### config.mk
export PLATFORM = sky130hd
export DESIGN_NAME = conv3x3_pipe
export DESIGN_NICKNAME = d
export VERILOG_FILES = /design/src/rtl/conv3x3_pipe.sv
export SDC_FILE = /design/constraint.sdc
export NUM_CORES = 2
export LEC_CHECK = 0
export CAP_MARGIN = 20
export CORE_ASPECT_RATIO = 1.2
export CORE_MARGIN = 2
export CORE_UTILIZATION = 55
export CTS_CLUSTER_SIZE = 8
export DETAILED_ROUTE_END_ITERATION = 7
export GPL_TIMING_DRIVEN = 1
export HOLD_SLACK_MARGIN = 0.02
export PLACE_DENSITY = 0.79
export SLEW_MARGIN = 0
export SYNTH_ARGS = -nofsm -noshare
export SYNTH_HDL_FRONTEND = slang
export SYNTH_SLANG_ARGS = --single-unit
### constraint.sdc
create_clock -name clk -period 19.13 [get_ports clk]
set_clock_uncertainty 0.2 [all_clocks]
set_input_delay 2.8695 -clock clk [delete_from_list [all_inputs] [get_ports clk]]
set_output_delay 2.8695 -clock clk [all_outputs]
set_load 0.02 [all_outputs]
### src/rtl/conv3x3_pipe.sv
// conv3x3_pipe: 3x3 masked convolution with loadable signed coefficients, round/shift/clamp, valid/ready pipeline
module conv3x3_pipe #(
    parameter int DATA_WIDTH  = 8,
    parameter int COEF_WIDTH  = 6,
    parameter int SHIFT_WIDTH = 4
) (
    input  logic                    clk,
    input  logic                    rst_n,
    input  logic                    in_valid,
    output logic                    in_ready,
    input  logic [9*DATA_WIDTH-1:0] pix_in,
    input  logic [3:0]              corner_type,
    output logic                    out_valid,
    input  logic                    out_ready,
    output logic [DATA_WIDTH-1:0]   data_out,
    input  logic                    coef_we,
    input  logic [3:0]              coef_addr,
    input  logic [COEF_WIDTH-1:0]   coef_wdata,
    input  logic                    sat_clr,
    output logic [15:0]             sat_cnt
);
    localparam int PW = DATA_WIDTH + COEF_WIDTH + 1;
    localparam int RW = PW + 2;
    localparam int AW = DATA_WIDTH + COEF_WIDTH + 5;
    localparam logic signed [AW-1:0] MAXV = AW'((1 << DATA_WIDTH) - 1);

    function automatic logic signed [COEF_WIDTH-1:0] def_coef(input int k);
        return COEF_WIDTH'((k / 3 == 1 ? 2 : 1) * (k % 3 == 1 ? 2 : 1));
    endfunction

    function automatic logic tap_on(input logic [3:0] ct, input int k);
        int r;
        int c;
        r = k / 3;
        c = k % 3;
        return ct == 4'd0 ? 1'b0 :
               ct == 4'd1 ? (r < 2 && c < 2) :
               ct == 4'd2 ? (r < 2 && c > 0) :
               ct == 4'd3 ? (c < 2) :
               ct == 4'd4 ? (c > 0) :
               ct == 4'd5 ? (r > 0 && c < 2) :
               ct == 4'd6 ? (r > 0 && c > 0) : 1'b1;
    endfunction

    logic signed [COEF_WIDTH-1:0] r_coef [9];
    logic [SHIFT_WIDTH-1:0]       r_shift, r_shift1, r_shift2;
    logic                         r_rnd, r_rnd1, r_rnd2;
    logic                         r_v1, r_v2, r_v3, r_sat3, r_sato;
    logic signed [PW-1:0]         r_prod [9];
    logic signed [RW-1:0]         r_row [3];
    logic [DATA_WIDTH-1:0]        r_res3;
    logic signed [DATA_WIDTH:0]   w_px [9];
    logic signed [AW-1:0]         w_rnd, w_acc, w_sh;
    logic [DATA_WIDTH-1:0]        w_res;
    logic                         w_sat, w_adv;

    assign w_adv    = !out_valid || out_ready;
    assign in_ready = w_adv;

    always_comb begin
        for (int k = 0; k < 9; k++)
            w_px[k] = tap_on(corner_type, k) ? {1'b0, pix_in[k*DATA_WIDTH +: DATA_WIDTH]} : '0;
        w_rnd = (r_rnd2 && |r_shift2) ? AW'(1) << (r_shift2 - SHIFT_WIDTH'(1)) : '0;
        w_acc = AW'(r_row[0]) + AW'(r_row[1]) + AW'(r_row[2]) + w_rnd;
        w_sh  = w_acc >>> r_shift2;
        w_sat = w_sh < 0 || w_sh > MAXV;
        w_res = w_sh < 0 ? '0 : w_sh > MAXV ? '1 : w_sh[DATA_WIDTH-1:0];
    end

    always_ff @(posedge clk) begin
        if (!rst_n) begin
            for (int k = 0; k < 9; k++)
                r_coef[k] <= def_coef(k);
            r_shift   <= SHIFT_WIDTH'(4);
            r_rnd     <= 1'b0;
            r_v1      <= 1'b0;
            r_v2      <= 1'b0;
            r_v3      <= 1'b0;
            r_res3    <= '0;
            r_sat3    <= 1'b0;
            r_sato    <= 1'b0;
            out_valid <= 1'b0;
            data_out  <= '0;
            sat_cnt   <= '0;
        end else begin
            if (coef_we && coef_addr < 4'd9)
                r_coef[coef_addr] <= coef_wdata;
            else if (coef_we && coef_addr == 4'd9) begin
                r_shift <= coef_wdata[SHIFT_WIDTH-1:0];
                r_rnd   <= coef_wdata[SHIFT_WIDTH];
            end
            // every stage moves together, so bubbles travel as valid=0 slots
            if (w_adv) begin
                r_v1 <= in_valid;
                for (int k = 0; k < 9; k++)
                    r_prod[k] <= PW'(w_px[k]) * PW'(r_coef[k]);
                r_shift1 <= r_shift;
                r_rnd1   <= r_rnd;
                r_v2     <= r_v1;
                for (int r = 0; r < 3; r++)
                    r_row[r] <= RW'(r_prod[3*r]) + RW'(r_prod[3*r+1]) + RW'(r_prod[3*r+2]);
                r_shift2  <= r_shift1;
                r_rnd2    <= r_rnd1;
                r_v3      <= r_v2;
                r_res3    <= w_res;
                r_sat3    <= w_sat;
                out_valid <= r_v3;
                data_out  <= r_res3;
                r_sato    <= r_sat3;
            end
            if (sat_clr)
                sat_cnt <= '0;
            else if (out_valid && out_ready && r_sato && sat_cnt != 16'hFFFF)
                sat_cnt <= sat_cnt + 16'd1;
        end
    end
endmodule

Yosys cells after proc, flatten, opt, wreduce, memory -nomap -nowiden
Memories as Yosys holds them, arrays and structs flattened.
Index checks and enable logic that the tools add are counted.
Operators by class
  add/sub/neg operators: 11
  multipliers: 9
  divide/modulo/power cells: 0
  magnitude comparators: 3
  equality and inequality tests: 8
  shift operators: 2
  multiplexer cells: 58
  bitwise gates (word level): 2
  reduce and logical (&&, ||, !) cells: 15
Operators with widths (count)
  9-bit by 6-bit multiplier with 15-bit output: 9
  8-bit 2-to-1 mux: 11
  16-bit by 15-bit adder with 17-bit output: 3
  15-bit by 15-bit adder with 16-bit output: 3
  1-bit 2-to-1 mux: 44
  18-bit by 17-bit adder with 19-bit output: 1
  19-bit adder: 1
  19-bit by 9-bit greater-than comparator with 1-bit output, second input constant: 1
  19-bit by 1-bit less-than comparator with 1-bit output, second input constant: 1
  19-bit 2-to-1 mux: 1
  1-bit by 4-bit << shifter with 19-bit output, first input constant: 1
  19-bit by 4-bit >>> shifter with 19-bit output: 1
  17-bit by 17-bit adder with 18-bit output: 1
  16-bit by 1-bit adder with 16-bit output, second input constant: 1
  16-bit inequality test, second input constant: 1
  4-bit by 3-bit equality test with 1-bit output, second input constant: 3
  4-bit by 2-bit equality test with 1-bit output, second input constant: 2
  1-bit logical AND: 6
  6-bit 2-to-1 mux: 1
  6-bit OR reduction: 1
  4-bit by 1-bit equality test with 1-bit output, second input constant: 1
  4-bit equality test, second input constant: 1
  4-bit logical NOT: 1
  4-bit less-than comparator, second input constant: 1
  other kinds (8): 11
Storage, ports and cells
  register bits: 53
  latch bits: 0
  memory bits (writable): 240
  memory bits (read-only): 0
  bits of input ports: 92
  output and inout bits: 26
  word-level logic and storage cells: 126
  memories: 3
Memory list
  r_prod: words 9, bits a word 15, read ports 9, clocked after Yosys merged registers in 0, write ports 9, RTL line 49  | logic signed [PW-1:0] r_prod [9];
  r_coef: words 9, bits a word 6, read ports 9, clocked after Yosys merged registers in 0, write ports 9, RTL line 45  | logic signed [COEF_WIDTH-1:0] r_coef [9];
  r_row: words 3, bits a word 17, read ports 3, clocked after Yosys merged registers in 0, write ports 3, RTL line 50  | logic signed [RW-1:0] r_row [3];

Logic depth before layout (Yosys ltp)
  depth after elaboration: 10
  mapped depth: 27
  gate-level depth less buffers: 25

Worst setup path before layout
Ideal clock, no wire load.
  kind: input-to-reg
  start point: in out_ready
  end point: reg r_res3[5]
  setup time: 0.069 ns
  arrival time: 8.790 ns
  required time: 18.861 ns
  slack: 10.071 ns
  stages on the path: 8
  buffers on the path: 1
  path through: nor2b_1 > inv_1 > and2_1 > and3_1 > clkbuf_1 > inv_1 > a31o_2 > o21ai_1
Between the ends
  word-level cells in the longest chain between the ends: 1
Ends and longest elaborated chain
  from (decl): RTL line 14  | input logic out_ready,
  1-bit logical OR: RTL line 57  | assign w_adv = !out_valid || out_ready;
  to (signal assigned): RTL line 105  | r_res3 <= w_res;
  to (decl): RTL line 51  | logic [DATA_WIDTH-1:0] r_res3;
No other way between the ends.
A chain may end at the register's enable or synchronous reset.

==> run_results.csv <==
group,metric,value,unit
pwr,leakage,15.5,nW
min_path,holdPathStages,0,
floorplanning,num_io_pins,118,
pwr,clock_power_share,12.5,%
worst_setup_path,r2r.worst_path.cells,17,
worst_setup_path,regToRegSetupSlack,12.02,ns
pwr,switching_share,45.6,%
detailed_routing,wl_per_cell,18.3,µm
pwr,p_comb_share,67.9,%
min_path,hold_start,"r_shift1[3]",
detailed_routing,drt_iter0_drc,1477,
cells_and_area,layout-drive-gt1-share,3.23,%
pwr,p_int,0.00315,W
detailed_routing,vias,21274,
sta,relSlewSlack,23.1,%
cts,cts_buffer_depth,3,
yosys,ys.flop_type,"edfxtp_1",
worst_setup_path,worstSetupStartpointType,"input pin",
cts,path_clk_slew,0.05,ns
sta,finalSetupViolCount,0,
detailed_routing,drtAntennaViolNets,0,
yosys,ys_types,83,
pwr,p_switching,0.00263,W
worst_setup_path,crit_required,19.26,ns
sta,timing.setup.tns,0,ns
floorplanning,chipHeight,258,µm
worst_setup_path,r2r-start,"r_shift2[0]",
cts,cts_sinks,293,
worst_setup_path,arrival,8.94,ns
yosys,yosys_warnings,0,
global_routing,use_met3,3.33,%
global_routing,grt_most_used_layer,"met2",
global_routing,track_usage,24.9,%
floorplanning,fp.coreArea,53500,µm²
floorplanning,die_w,216,µm
cts,cts_buffers,43,
yosys,synth_edf_count,250,
floorplanning,placementRows,93,
cells_and_area,fillCellCount,4258,
cts,clockRootBuffer,"clkbuf_16",
yosys,syn-num-nets,3643,
yosys,avgSynthCellArea,10.4,µm²
cells_and_area,layout-area-overhead-vs-synth,10.8,%
yosys,yosysSeqAreaShare,28.2,%
sta,rsz0062_at_grt,"false",
sta,worstMarginPinSlew,1.15,ns
worst_setup_path,crit_fanout,48,
cells_and_area,num-nets-final,3755,
yosys,synthTopCellsByCount,"inv_1, ha_1, fa_1",
yosys,synth.most_common_cell,"inv_1",
pwr,powerDensity,176,nW/µm²
worst_setup_path,path_class,"in2reg",
cts,insertion_delay,0.58,ns
pwr,irDropWorstVdd,171,µV
floorplanning,floorplan.initialDensity,55.4,%
sta,maxSlewViolCount,0,
cts,postCtsSetupRepairBufs,0,
worst_setup_path,critPathCaptureType,"flop",
yosys,syn_area,29600,µm²
pwr,power.share.sequential,19.6,%
worst_setup_path,crit_start,"corner_type[0]",
global_routing,grt_use_met2,45.5,%
cts,cts.repair.resized,0,
detailed_routing,drc,0,
job,drv_cap,0,
sta,finalHoldViolCount,0,
min_path,hold_class,"reg2reg",
floorplanning,dieArea,55800,µm²
detailed_routing,drt-total-wl,68000,µm
global_routing,grt_max_degree,92,
detailed_routing,firstDrtPassIters,5,
outcome,status,"completed",
detailed_routing,vias_per_cell,5.73,
yosys,async_flop_share,0,%
placement,gp_congestion,0.895,
sta,period_needed,8.81,ns
sta,hold_ws,0.225,ns
global_routing,antenna_found_initial,4,
cells_and_area,post-route-util,61.3,%
cts,htreeDepth,2,
global_routing,grt_pass1_wl,111000,µm
sta,fmax,113,MHz
yosys,synthTopCellsByArea,"edfxtp_1, fa_1, ha_1",
cells_and_area,diodes,0,
placement,hpwlAfterDp,53000,µm
cts,cts_tree,"done",
cts,hold_buffers,0,
global_routing,grt-ovfl-total,0,
sta,period_share,46.1,%
global_routing,grt_pass1_vias,22217,
yosys,yosysTopAreaCellShare,25.3,%
yosys,syn_inst,2863,
yosys,synth_top_cell_by_area,"edfxtp_1",
yosys,ys_seq_elements,293,
global_routing,grt_use_met1,30.6,%
placement,numPortBuffers,117,
final timing paths:
check,to
hold / removal,r_shift2[3]
setup reg to reg,r_res3[4]
setup / recovery,r_prod[1][14]
hold reg to reg,r_shift2[3]
power by group through the flow:
stage	sequential [W]	combinational, W	clock [W]
2_1_floorplan	0.00109	0.00308	0
6_report	0.00113	0.00393	0.000725
5_1_grt	0.00115	0.00439	0.000763
3_5_place_dp	0.00114	0.00386	0
3_3_place_gp	0.00114	0.00376	0
4_1_cts	0.00113	0.00390	0.000736
final cells by class:
| type | instances | area (µm²) | share of cell area [%] |
|---|---|---|---|
| inverter | 394 | 1480 | 4.50 |
| tap | 712 | 891 | 2.71 |
| clock inverter | 4 | 82.6 | 0.252 |
| timing repair buffer | 133 | 1340 | 4.08 |
| multi-input combinational | 2110 | 19500 | 59.3 |
| sequential | 293 | 8370 | 25.5 |
| clock buffer | 69 | 1190 | 3.64 |
metal layers:
| metal | part of all wire [%] | vias to the layer above | routed length [µm] |
|---|---|---|---|
| li1 | - | 9985 | - |
| met5 | 0.015 | - | 10 |
| met4 | 2.8 | 2 | 1930 |
| met3 | 5.4 | 137 | 3680 |
| met2 | 52 | 586 | 35000 |
| met1 | 40 | 10564 | 27400 |
cells by family (layout without fill, tap and decap cells):
kind of cell | count (synthesis) | in the layout | share of synthesized area [%]
AND/OR/NAND/NOR | 899 | 899 | 15.6
multiplexers | 28 | 28 | 1.16
other | 1 | 1 | 0.0127
adder cells (fa/ha/maj) | 688 | 688 | 36.8
XOR/XNOR | 145 | 145 | 4.28
flip-flops | 293 | 293 | 28.2
buffers and inverters | 460 | 600 | 6.09
AO/OA/AOI/OAI | 349 | 349 | 7.86
stage by stage:
stage,std cells,instance area [µm²],worst slack (ns),power [W]
after detailed placement,3639,31500,9.55,0.00500
after floorplan,2863,29600,10.07,0.00417
after global placement,3639,31500,9.80,0.00489
after CTS,3712,32800,10.14,0.00577
final,3715,32800,10.32,0.00578
after global routing,3715,32800,9.99,0.00630
registers in the layout (all words and copies together), names as in the netlist, 4 cells and up:
| signal | count |
|---|---|
| r_coef | 54 |
| r_row | 51 |
| data_out | 8 |
| r_shift1 | 4 |
| sat_cnt | 16 |
| r_shift | 4 |
| r_res3 | 8 |
| r_shift2 | 4 |
| r_prod | 135 |
worst max-delay path, cell delays in order:
cell and delay, ns:
clkdlybuf4s50_1 0.51, or2_2 0.60, or3_1 0.43, buf_4 0.27, and3_1 0.25, fa_1 0.53, inv_1 0.06, fa_1 0.49
fa_1 0.49, inv_1 0.05, fa_1 0.48, fa_1 0.42, a21o_1 0.19, a21oi_1 0.24, o21bai_1 0.09, a21oi_1 0.23
nor2b_1 0.08, o21a_1 0.18, o21ai_0 0.15, nand2b_1 0.07, a21oi_1 0.18, xnor2_1 0.08
layout by cell type, fill, tap and decap left out, types with 39 or more instances in the layout:
master / n
a21oi_1: 86
and2_1: 68
and3_1: 168
clkbuf_16: 44
clkdlybuf4s50_1: 117
dfxtp_1: 43
edfxtp_1: 250
fa_1: 306
ha_1: 382
inv_1: 391
nand2_1: 231
nand2b_1: 46
nand3_1: 167
nor2_1: 90
o21ai_0: 64
xnor2_1: 106
xor2_1: 39
Note: power is estimated with default switching activity, not from simulation.
